--- src/rtl/vga_scan.sv ---
// vga_scan: pixel-clock divider, horizontal/vertical scan counters and a
// registered compositing/sync output stage with one pixel of latency.
module vga_scan #(
  parameter int H_ACTIVE = 640,
  parameter int H_FP     = 16,
  parameter int H_SYNC   = 96,
  parameter int H_BP     = 48,
  parameter int V_ACTIVE = 480,
  parameter int V_FP     = 10,
  parameter int V_SYNC   = 2,
  parameter int V_BP     = 33,
  parameter int CLK_DIV  = 4
) (
  input  logic        clk,
  input  logic        rstn,
  input  logic        is_kid,
  input  logic [11:0] kid_rgb,
  input  logic [11:0] bg_rgb,
  output logic [9:0]  col,
  output logic [9:0]  row,
  output logic        pix_tick,
  output logic        frame_tick,
  output logic        hs,
  output logic        vs,
  output logic [11:0] vga_rgb
);

  localparam int H_TOTAL = H_ACTIVE + H_FP + H_SYNC + H_BP;
  localparam int V_TOTAL = V_ACTIVE + V_FP + V_SYNC + V_BP;
  localparam int DIV_W   = (CLK_DIV > 2) ? $clog2(CLK_DIV) : 1;

  localparam logic [DIV_W-1:0] DIV_LAST = DIV_W'(CLK_DIV - 1);
  localparam logic [9:0] H_LAST   = 10'(H_TOTAL - 1);
  localparam logic [9:0] V_LAST   = 10'(V_TOTAL - 1);
  localparam logic [9:0] H_ACT    = 10'(H_ACTIVE);
  localparam logic [9:0] V_ACT    = 10'(V_ACTIVE);
  localparam logic [9:0] HS_BEGIN = 10'(H_ACTIVE + H_FP);
  localparam logic [9:0] HS_END   = 10'(H_ACTIVE + H_FP + H_SYNC);
  localparam logic [9:0] VS_BEGIN = 10'(V_ACTIVE + V_FP);
  localparam logic [9:0] VS_END   = 10'(V_ACTIVE + V_FP + V_SYNC);

  logic [DIV_W-1:0] r_div;
  logic [9:0]       r_h;
  logic [9:0]       r_v;
  logic             r_hs;
  logic             r_vs;
  logic [11:0]      r_rgb;
  logic             r_frame_tick;

  logic             w_pix_tick;
  logic             w_h_last;
  logic             w_v_last;
  logic             w_active;
  logic             w_hs_n;
  logic             w_vs_n;
  logic [11:0]      w_rgb;

  assign col        = r_h;
  assign row        = r_v;
  assign pix_tick   = w_pix_tick;
  assign frame_tick = r_frame_tick;
  assign hs         = r_hs;
  assign vs         = r_vs;
  assign vga_rgb    = r_rgb;

  // Decode pixel strobe, wrap points, active window, sync windows and colour.
  always_comb begin
    w_pix_tick = (r_div == DIV_LAST);
    w_h_last   = (r_h == H_LAST);
    w_v_last   = (r_v == V_LAST);
    w_active   = (r_h < H_ACT) && (r_v < V_ACT);
    w_hs_n     = !((r_h >= HS_BEGIN) && (r_h < HS_END));
    w_vs_n     = !((r_v >= VS_BEGIN) && (r_v < VS_END));
    w_rgb      = '0;
    if (w_active) begin
      w_rgb = is_kid ? kid_rgb : bg_rgb;
    end
  end

  // Clock divider: counts 0..CLK_DIV-1 and wraps on the pixel strobe.
  always_ff @(posedge clk or negedge rstn) begin
    if (!rstn) begin
      r_div <= '0;
    end else if (w_pix_tick) begin
      r_div <= '0;
    end else begin
      r_div <= r_div + DIV_W'(1);
    end
  end

  // Scan counters: h advances per pixel, v advances when h wraps.
  always_ff @(posedge clk or negedge rstn) begin
    if (!rstn) begin
      r_h <= '0;
      r_v <= '0;
    end else if (w_pix_tick) begin
      if (w_h_last) begin
        r_h <= '0;
        r_v <= w_v_last ? '0 : r_v + 10'd1;
      end else begin
        r_h <= r_h + 10'd1;
      end
    end
  end

  // Output stage: colour and syncs captured together on the pixel strobe.
  always_ff @(posedge clk or negedge rstn) begin
    if (!rstn) begin
      r_rgb <= '0;
      r_hs  <= 1'b1;
      r_vs  <= 1'b1;
    end else if (w_pix_tick) begin
      r_rgb <= w_rgb;
      r_hs  <= w_hs_n;
      r_vs  <= w_vs_n;
    end
  end

  // End-of-frame pulse, one clk wide, on the strobe leaving the last pixel.
  always_ff @(posedge clk or negedge rstn) begin
    if (!rstn) begin
      r_frame_tick <= 1'b0;
    end else begin
      r_frame_tick <= w_pix_tick && w_h_last && w_v_last;
    end
  end

endmodule
--- config.mk ---
export PLATFORM = sky130hd
export DESIGN_NAME = vga_scan
export DESIGN_NICKNAME = d
export VERILOG_FILES = /design/src/rtl/vga_scan.sv
export SDC_FILE = /design/constraint.sdc
export NUM_CORES = 1
export LEC_CHECK = 0
export CORE_AREA = 2 2 82 84
export DETAILED_ROUTE_END_ITERATION = 16
export DIE_AREA = 0 0 84 86
export HOLD_SLACK_MARGIN = 0.05
export PLACE_DENSITY = 0.62
export RECOVER_POWER = 50
export SYNTH_ARGS = -nofsm -noshare
export SYNTH_HDL_FRONTEND = slang
export SYNTH_SLANG_ARGS = --single-unit
export TNS_END_PERCENT = 1
--- constraint.sdc ---
create_clock -name clk -period 1.5 [get_ports clk]
set_input_delay 0.3 -clock clk [delete_from_list [all_inputs] [get_ports clk]]
set_output_delay 0.3 -clock clk [all_outputs]
set_load 0.005 [all_outputs]
# Word level (Yosys, flattened, before mapping)
# Cells that the tools add are included.
[word_totals] rom_bits=0 ff_bits=37 output_inout_bits=36 ramBits=0 elab_cells=32 input_bits=27 latch_bits=0 n_memories=0
[classes] n_mul=0 reduce_logical=8 n_div=0 n_mux=5 n_lt_le_gt_ge=6 addsub=3 n_shift=0 bitwise_logic=0 eq_ne=3
[op_table] op="$mux 12" count=2
[op_table] op="$add 10x1->10 const B" count=2
[op_table] op="$eq 10x10->1 const B" count=2
[op_table] op="$lt 10x10->1 const B" count=2
[op_table] op="$lt 10x9->1 const B" count=2
[op_table] op="$mux 10" count=2
[op_table] op="$ge 10x10->1 const B" count=1
[op_table] op="$ge 10x9->1 const B" count=1
[op_table] op="$logic_and 1x1->1" count=5
[op_table] op="$add 2x1->2 const B" count=1
[op_table] op="$eq 2x2->1 const B" count=1
[op_table] op="$logic_not 1->1" count=2
[op_table] op="$mux 2" count=1
[op_table] op="$reduce_and 2->1" count=1

# Logic depth before layout (Yosys ltp)
# Gate-level depths: netlist of the first run.
[depth] word_depth=3 ltp_mapped=6 depth_no_buf=6

# Worst setup path after synthesis of the first run
# OpenSTA, ideal clock, no wires.
[synth_timing] path_kind="register -> register" start="register r_h[0] (netlist: col[0])" end="register r_v[4] (netlist: row[4])" slack_ns=-0.109 stages_incl_launch_ff=6 required_ns=1.372 path_buffers=0 setup_ns=0.128 t_arrival_ns=1.482 period_less_slack_ns=1.609 cell_sequence="dfrtp_1 ha_1 and4b_1 and4_4 nand4_1 mux2_1"
[synth_between] elab_chain_cells=2
[synth_lines] element="start: declaration" line="43" text="logic [9:0] r_h;"
[synth_lines] element="start signal: assignment" line="101" text="r_h <= r_h + 10'd1;"
[synth_lines] element="$eq 10x10->1" line="69" text="w_h_last = (r_h == H_LAST);"
[synth_lines] element="$reduce_and 2->1 (no line)"
[synth_lines] element="end signal: assignment" line="99" text="r_v <= w_v_last ? '0 : r_v + 10'd1;"
[synth_lines] element="end: declaration" line="44" text="logic [9:0] r_v;"
# No other way between the ends.
# A chain may end at the register's enable or synchronous reset.

# Worst setup path after layout of the first run
[layout_timing] start="register r_h[1] (netlist: col[1])" end="register r_v[4] (netlist: row[4])"
# Same word-level chain as after synthesis.

==> summary.md, run 1 <==
| Metric | Value |
|---|---|
| H-tree depth | `2` |
| Switching share of power | `22.0%` |
| CTS tree | `built` |
| Routed via count | `1707` |
| Total overflow reported by the global router | `0` |
| Max clock buf depth | `2` |
| Initial antenna violation count | `0` |
| Mapped cell area | `0.00185 mm^2` |
| Pre-CTS setup slack | `-146 ps` |
| Largest net degree at the start of global routing | `38` |
| Number of cell rows | `29` |
| Via density | `4.86` |
| Post-synthesis register bit count | `37` |
| Area share of fa/ha/maj cells after synthesis | `3.38%` |
| CTS Buf Count | `5` |
| Fmax | `638 MHz` |
| Initial DRC count | `41` |
| Clock share of power | `36.9%` |
| Die width | `84 um` |
| Cell Count, Final, Fillers Out | `351` |
| Net count reported at finish | `305` |
| Total Wirelength | `5.06 mm` |
| Mapped Avg Cell Area | `10.3 um^2` |
| Max-cap viol count | `0` |
| Failing checks | `negative setup slack` |
| XOR/XNOR Fraction of Synth Area | `4.26%` |
| RSZ-0062 raised after global routing | `yes` |
| Syn_nets | `211` |
| Final instance area | `0.00293 mm^2` |
| Boundary Pins | `63` |
| Die area | `0.00722 mm^2` |
| Comb power frac | `10.5%` |
| P per Cell Area | `670 mW/mm^2` |
| Die Ht | `86 um` |
| Final setup margin | `-68.4 ps` |
| Dominant synthesized flop cell | `dfrtp_1` |
| Clock-pin slew on the worst setup and hold paths | `80 ps` |
| Drc violations | `0` |
| All-Layer GR Usage | `14.6%` |
| LEAKAGE | `1.41 nW` |
| Min cycle time layout | `1570 ps` |
| Worst Path Max Fanout | `6` |
| Post-synthesis sequential area ratio | `50.2%` |
| Asr flop ratio synth | `100%` |
| Most common cell in the netlist | `dfrtp_1` |
| Yosys cell types | `38` |
| Post-Syn Instances | `179` |
| Sequential share of power | `52.7%` |
| Hold crit path type | `input pin to async pin` |
| Initial core utilization | `29.5%` |
| Rel. slew slack | `37.1%` |
| Post-synth top cells | `dfrtp_1, inv_1, o22ai_1, mux2i_1` |
| Main combinational cell family by area after synthesis | `simple AND/OR/NAND/NOR gates` |
| Yosys warns | `0` |
| Post-synth EDFFs | `0` |
| Yosys top cell by area | `dfrtp_1` |
| Top post-synthesis cells by area | `dfrtp_1, mux2i_1, o22ai_1` |
| Worst setup EP type | `flip-flop` |
| P_sw | `0.000432 W` |
| Peak VDD IR | `284 uV` |
| Compound-Gate Fraction of Synth Area | `10.3%` |
| Diodes inserted | `0` |
| Top cell type's share of synthesized area | `47.3%` |
| Slew Limit Fails | `0` |
| First drt pass iteration count | `4` |
| DR WL/cell | `14.4 um` |
| Placed insts | `338` |
| Placement Cell Area | `0.00276 mm^2` |
| Dpl hpwl | `3.53 mm` |
| Max Clock Skew | `13.0 ps` |
| Status | `complete, but fails checks` |
| Simple-Gate Fraction of Synth Area | `18.5%` |
| PortBufs | `62` |
| Area Overhead vs Synth | `58.3%` |
| Sink Count | `37` |
| Skew-Pair Late Insertion Delay | `290 ps` |
| Part of the cycle the worst path needs | `105%` |
| First-pass GRT wire length | `8.34 mm` |
| Core area | `0.00628 mm^2` |
| Post-synthesis mux area share | `7.64%` |
| Fraction of layout cells with a size suffix above 1 | `19.0%` |
| Crit Path Category | `flip-flop to flip-flop` |
| Int Pwr | `0.00153 W` |
| Vias in the first global route | `1737` |
| CTS root buf | `clkbuf_8` |
| Final setup violation count | `8` |
| Tightest Pin Transition | `944 ps` |
| Number of routed nets with antenna violations | `0` |
| RePlAce Congestion | `0.815` |
| Critical Path AT | `1750 ps` |
| CP Data Required Time | `1680 ps` |
| Setup crit start kind | `flip-flop` |
| Final Hold Viols | `0` |
[kinds of logic (layout without fill, tap and decap cells)]
group	Yosys count	count (layout)
buf+inv	25	120
fa+ha+maj	5	5
compound gates	31	31
mux	14	14
flops	37	37
xor+xnor	9	9
simple gates	58	58
[sequential cells by signal, summed over array words and instances, names as in the netlist]
register,count
col,10
hs,1
r_div,2
vga_rgb,12
frame_tick,1
vs,1
row,10
[final timing paths]
path / cells after the start / slack (ps) / end / startpoint
min: 2 / 240 / col[3] / rstn
max reg2reg: 5 / -70 / row[4] / col[1]
max: 5 / -70 / row[4] / col[1]
max in group asynchronous: 2 / 620 / row[8] / rstn
min in group clk: 1 / 430 / r_div[0] / r_div[0]
min reg2reg: 1 / 430 / r_div[0] / r_div[0]
[metal layers]
metal	vias up	part of all wire [%]	track usage, %
met5	-	0	0
met4	0	1.0	5.57
met3	4	6.4	4.52
met2	61	45	22.9
met1	814	48	19.0
li1	828	-	-
[final cells by class]
type	count	area, um^2
flip-flops and latches	37	932
clock buffers	8	90.1
inverters	18	67.6
fillers	621	3350
multi-input cells	117	857
well taps	77	96.3
repair buffers	94	886
[power groups by stage]
stage	Clock (W)	Combinational, W	Sequential, W
global placement	0	0.000206	0.00105
detailed placement	0	0.000210	0.00105
CTS	0.000754	0.000211	0.00103
floorplan	0	0.0000500	0.00106
global route	0.000802	0.000225	0.00104
finish	0.000724	0.000206	0.00103
[worst max-delay path, cell delays in order, from the launching register on]
cell     delay [ps]
dfrtp_1         390
ha_4            160
and4b_1         200
and4_4          260
nand4_1         110
mux2_4          310
[repair_timing]
item,in CTS,in global routing
hold buffers,0,0
setup buffers,1,4
gates resized for setup,37,11
endpoints found under the hold margin,0,0
pin swaps,3,4
endpoints found under the setup margin,44,26
[through the flow]
stage / utilization [%] / setup TNS [ps] / hold slack, ps / total power [W]
CTS: 45.9 / -438 / 65.5 / 0.00200
global placement: 43.9 / -665 / 373 / 0.00126
finish: 46.7 / -285 / 236 / 0.00196
floorplan: - / -441 / 4.41 / 0.00111
detailed placement: 43.9 / -1170 / 381 / 0.00126
global route: 46.7 / -1370 / 305 / 0.00206
[cells in the final DEF, fill, tap and decap left out, types with 2 or more instances in the layout]
master,instances
nand2_1,8
nor2_1,8
inv_1,18
a21oi_1,4
buf_12,3
buf_6,7
dlygate4sd2_1,22
nor3_1,5
nand3_1,5
ha_1,4
and3_1,7
clkdlybuf4s50_1,38
o2bb2ai_1,2
o22ai_1,15
buf_4,19
clkbuf_8,6
mux2i_1,13
o21ai_1,4
clkbuf_2,2
xnor2_1,7
clkbuf_1,3
nand2b_1,3
dfrtp_1,32
dfstp_2,2
dfrtp_2,3
nand4_1,9
xor2_1,2
Note: power is estimated with default switching activity, not from simulation.
==> run 2, diff against run 1 <==
Settings changed: SKIP_CTS_REPAIR_TIMING set to 1, SLEW_MARGIN set to 15.
==> summary.md, run 2 (synthesis gave the netlist of run 1 again) <==
| Metric | Value |
|---|---|
| Final setup margin | `-119 ps` |
| Status | `complete, but fails checks` |
| Clock-pin slew on the worst setup and hold paths | `70 ps` |
| CTS root buf | `clkbuf_8` |
| Clock share of power | `36.8%` |
| Sink Count | `37` |
| Skew-Pair Late Insertion Delay | `290 ps` |
| Number of routed nets with antenna violations | `0` |
| Net count reported at finish | `302` |
| Max Clock Skew | `10.6 ps` |
| Routed via count | `1688` |
| Die Ht | `86 um` |
| Final setup violation count | `11` |
| H-tree depth | `2` |
| DR WL/cell | `14.5 um` |
| First drt pass iteration count | `4` |
| CP bufs+invs | `2` |
| Hold crit path type | `input pin to async pin` |
| Int Pwr | `0.00153 W` |
| Failing checks | `negative setup slack` |
| Boundary Pins | `63` |
| Vias in the first global route | `1738` |
| Global route hottest layer | `met2` |
| Total Wirelength | `5.04 mm` |
| CP Data Required Time | `1200 ps` |
| Worst setup EP type | `primary output` |
| CTS Buf Count | `5` |
| Via density | `4.85` |
| Most frequent cells in the layout | `clkdlybuf4s50_1, dfrtp_1, dlymetal6s2s_1` |
| Area Overhead vs Synth | `59.4%` |
| Initial DRC count | `40` |
| P per Cell Area | `665 mW/mm^2` |
| Tightest Pin Transition | `953 ps` |
| Initial antenna violation count | `0` |
| Critical Path AT | `1320 ps` |
| Commonest non-fill, non-tap cell in the layout | `clkdlybuf4s50_1` |
| P_sw | `0.000430 W` |
| Largest net degree at the start of global routing | `38` |
| Die area | `0.00722 mm^2` |
| Die width | `84 um` |
| Pre-CTS setup slack | `-146 ps` |
| CP max-delay cell | `clkdlybuf4s50_1` |
| RSZ-0062 raised after global routing | `yes` |
| First-pass GRT wire length | `8.26 mm` |
| Final Hold Viols | `0` |
| Peak VDD IR | `288 uV` |
| Setup crit start | `col[0]` |
| LEAKAGE | `1.61 nW` |
| Placed insts | `338` |
| Comb power frac | `10.5%` |
| Part of the cycle the worst path needs | `108%` |
| Dpl hpwl | `3.53 mm` |
| Slew Limit Fails | `0` |
| Total overflow reported by the global router | `0` |
| PortBufs | `62` |
| Max clock buf depth | `2` |
| Fmax | `618 MHz` |
| RePlAce Congestion | `0.815` |
| Crit path max-delay family | `buffers and inverters` |
| Worst Path Max Fanout | `4` |
| Layout Utilization | `47.0%` |
| Max-cap viol count | `0` |
| Crit Path Category | `flip-flop to primary output` |
| Fillers | `604` |
| Setup slack, reg-to-reg | `-80 ps` |
| CTS tree | `built` |
| Crit-path max cell delay | `490 ps` |
| Sequential share of power | `52.7%` |
| Final setup TNS | `-576 ps` |
| Number of cell rows | `29` |
| Initial core utilization | `29.5%` |
| Switching share of power | `21.9%` |
| Rel. slew slack | `36.5%` |
| GR Util met1 | `18.8%` |
| Setup crit start kind | `flip-flop` |
| Grt met3 use | `4.72%` |
| Min cycle time layout | `1620 ps` |
| Final Power | `0.00196 W` |
| Number of flip-flops in the largest register | `12` |
| Core area | `0.00628 mm^2` |
| GR Layer Usage met2 | `22.1%` |
| Cell Count, Final, Fillers Out | `348` |
| All-Layer GR Usage | `14.4%` |
| Reg-to-Reg Start | `col[0]` |
| Diodes inserted | `0` |
| Fraction of layout cells with a size suffix above 1 | `16.2%` |
| Drc violations | `0` |
| Critical path, cell by cell | `buf_4, clkdlybuf4s50_1` |
## run 2: changes by cell type in the layout (fill, tap and decap cells not counted), sizes merged
cell,before,now
clkbuf,11,10
dlymetal6s2s,1,21
dlygate4sd2,22,0
buf,30,28
clkdlybuf4s50,38,40
## run 2: per-stage QoR
stage | hold WS (ps) | cell area (um^2)
after floorplan | 4.41 | 1850
after global placement | 373 | 2760
after detailed placement | 381 | 2760
after CTS | 65.6 | 2850
after global routing | 312 | 2950
final | 242 | 2950
## run 2: final timing paths
path,end,cells past startpoint
setup / recovery,col[0],2
hold / removal,vga_rgb[11],2
setup reg to reg,row[4],5
hold reg to reg,r_div[0],1
max in group asynchronous,row[7],2
min in group clk,r_div[0],1
## run 2: final cells by class
type | count | area (um^2) | area share (%)
multi-input cells | 117 | 835 | 28.3
well taps | 77 | 96.3 | 3.27
repair buffers | 91 | 931 | 31.6
clock buffers | 8 | 90.1 | 3.05
inverters | 18 | 67.6 | 2.29
flip-flops and latches | 37 | 931 | 31.6
## run 2: metal layers
metal / vias up / wire length (um)
met5: - / 0
met4: 0 / 59
met3: 6 / 357
met2: 66 / 2250
met1: 794 / 2380
li1: 822 / -
## run 2: power by group through the flow
stage               clock network (W)  registers [W]  logic [W]
floorplan                           0        0.00106  0.0000500
global placement                    0        0.00105   0.000206
detailed placement                  0        0.00105   0.000210
CTS                          0.000754        0.00103   0.000211
global route                 0.000800        0.00104   0.000225
finish                       0.000721        0.00103   0.000206
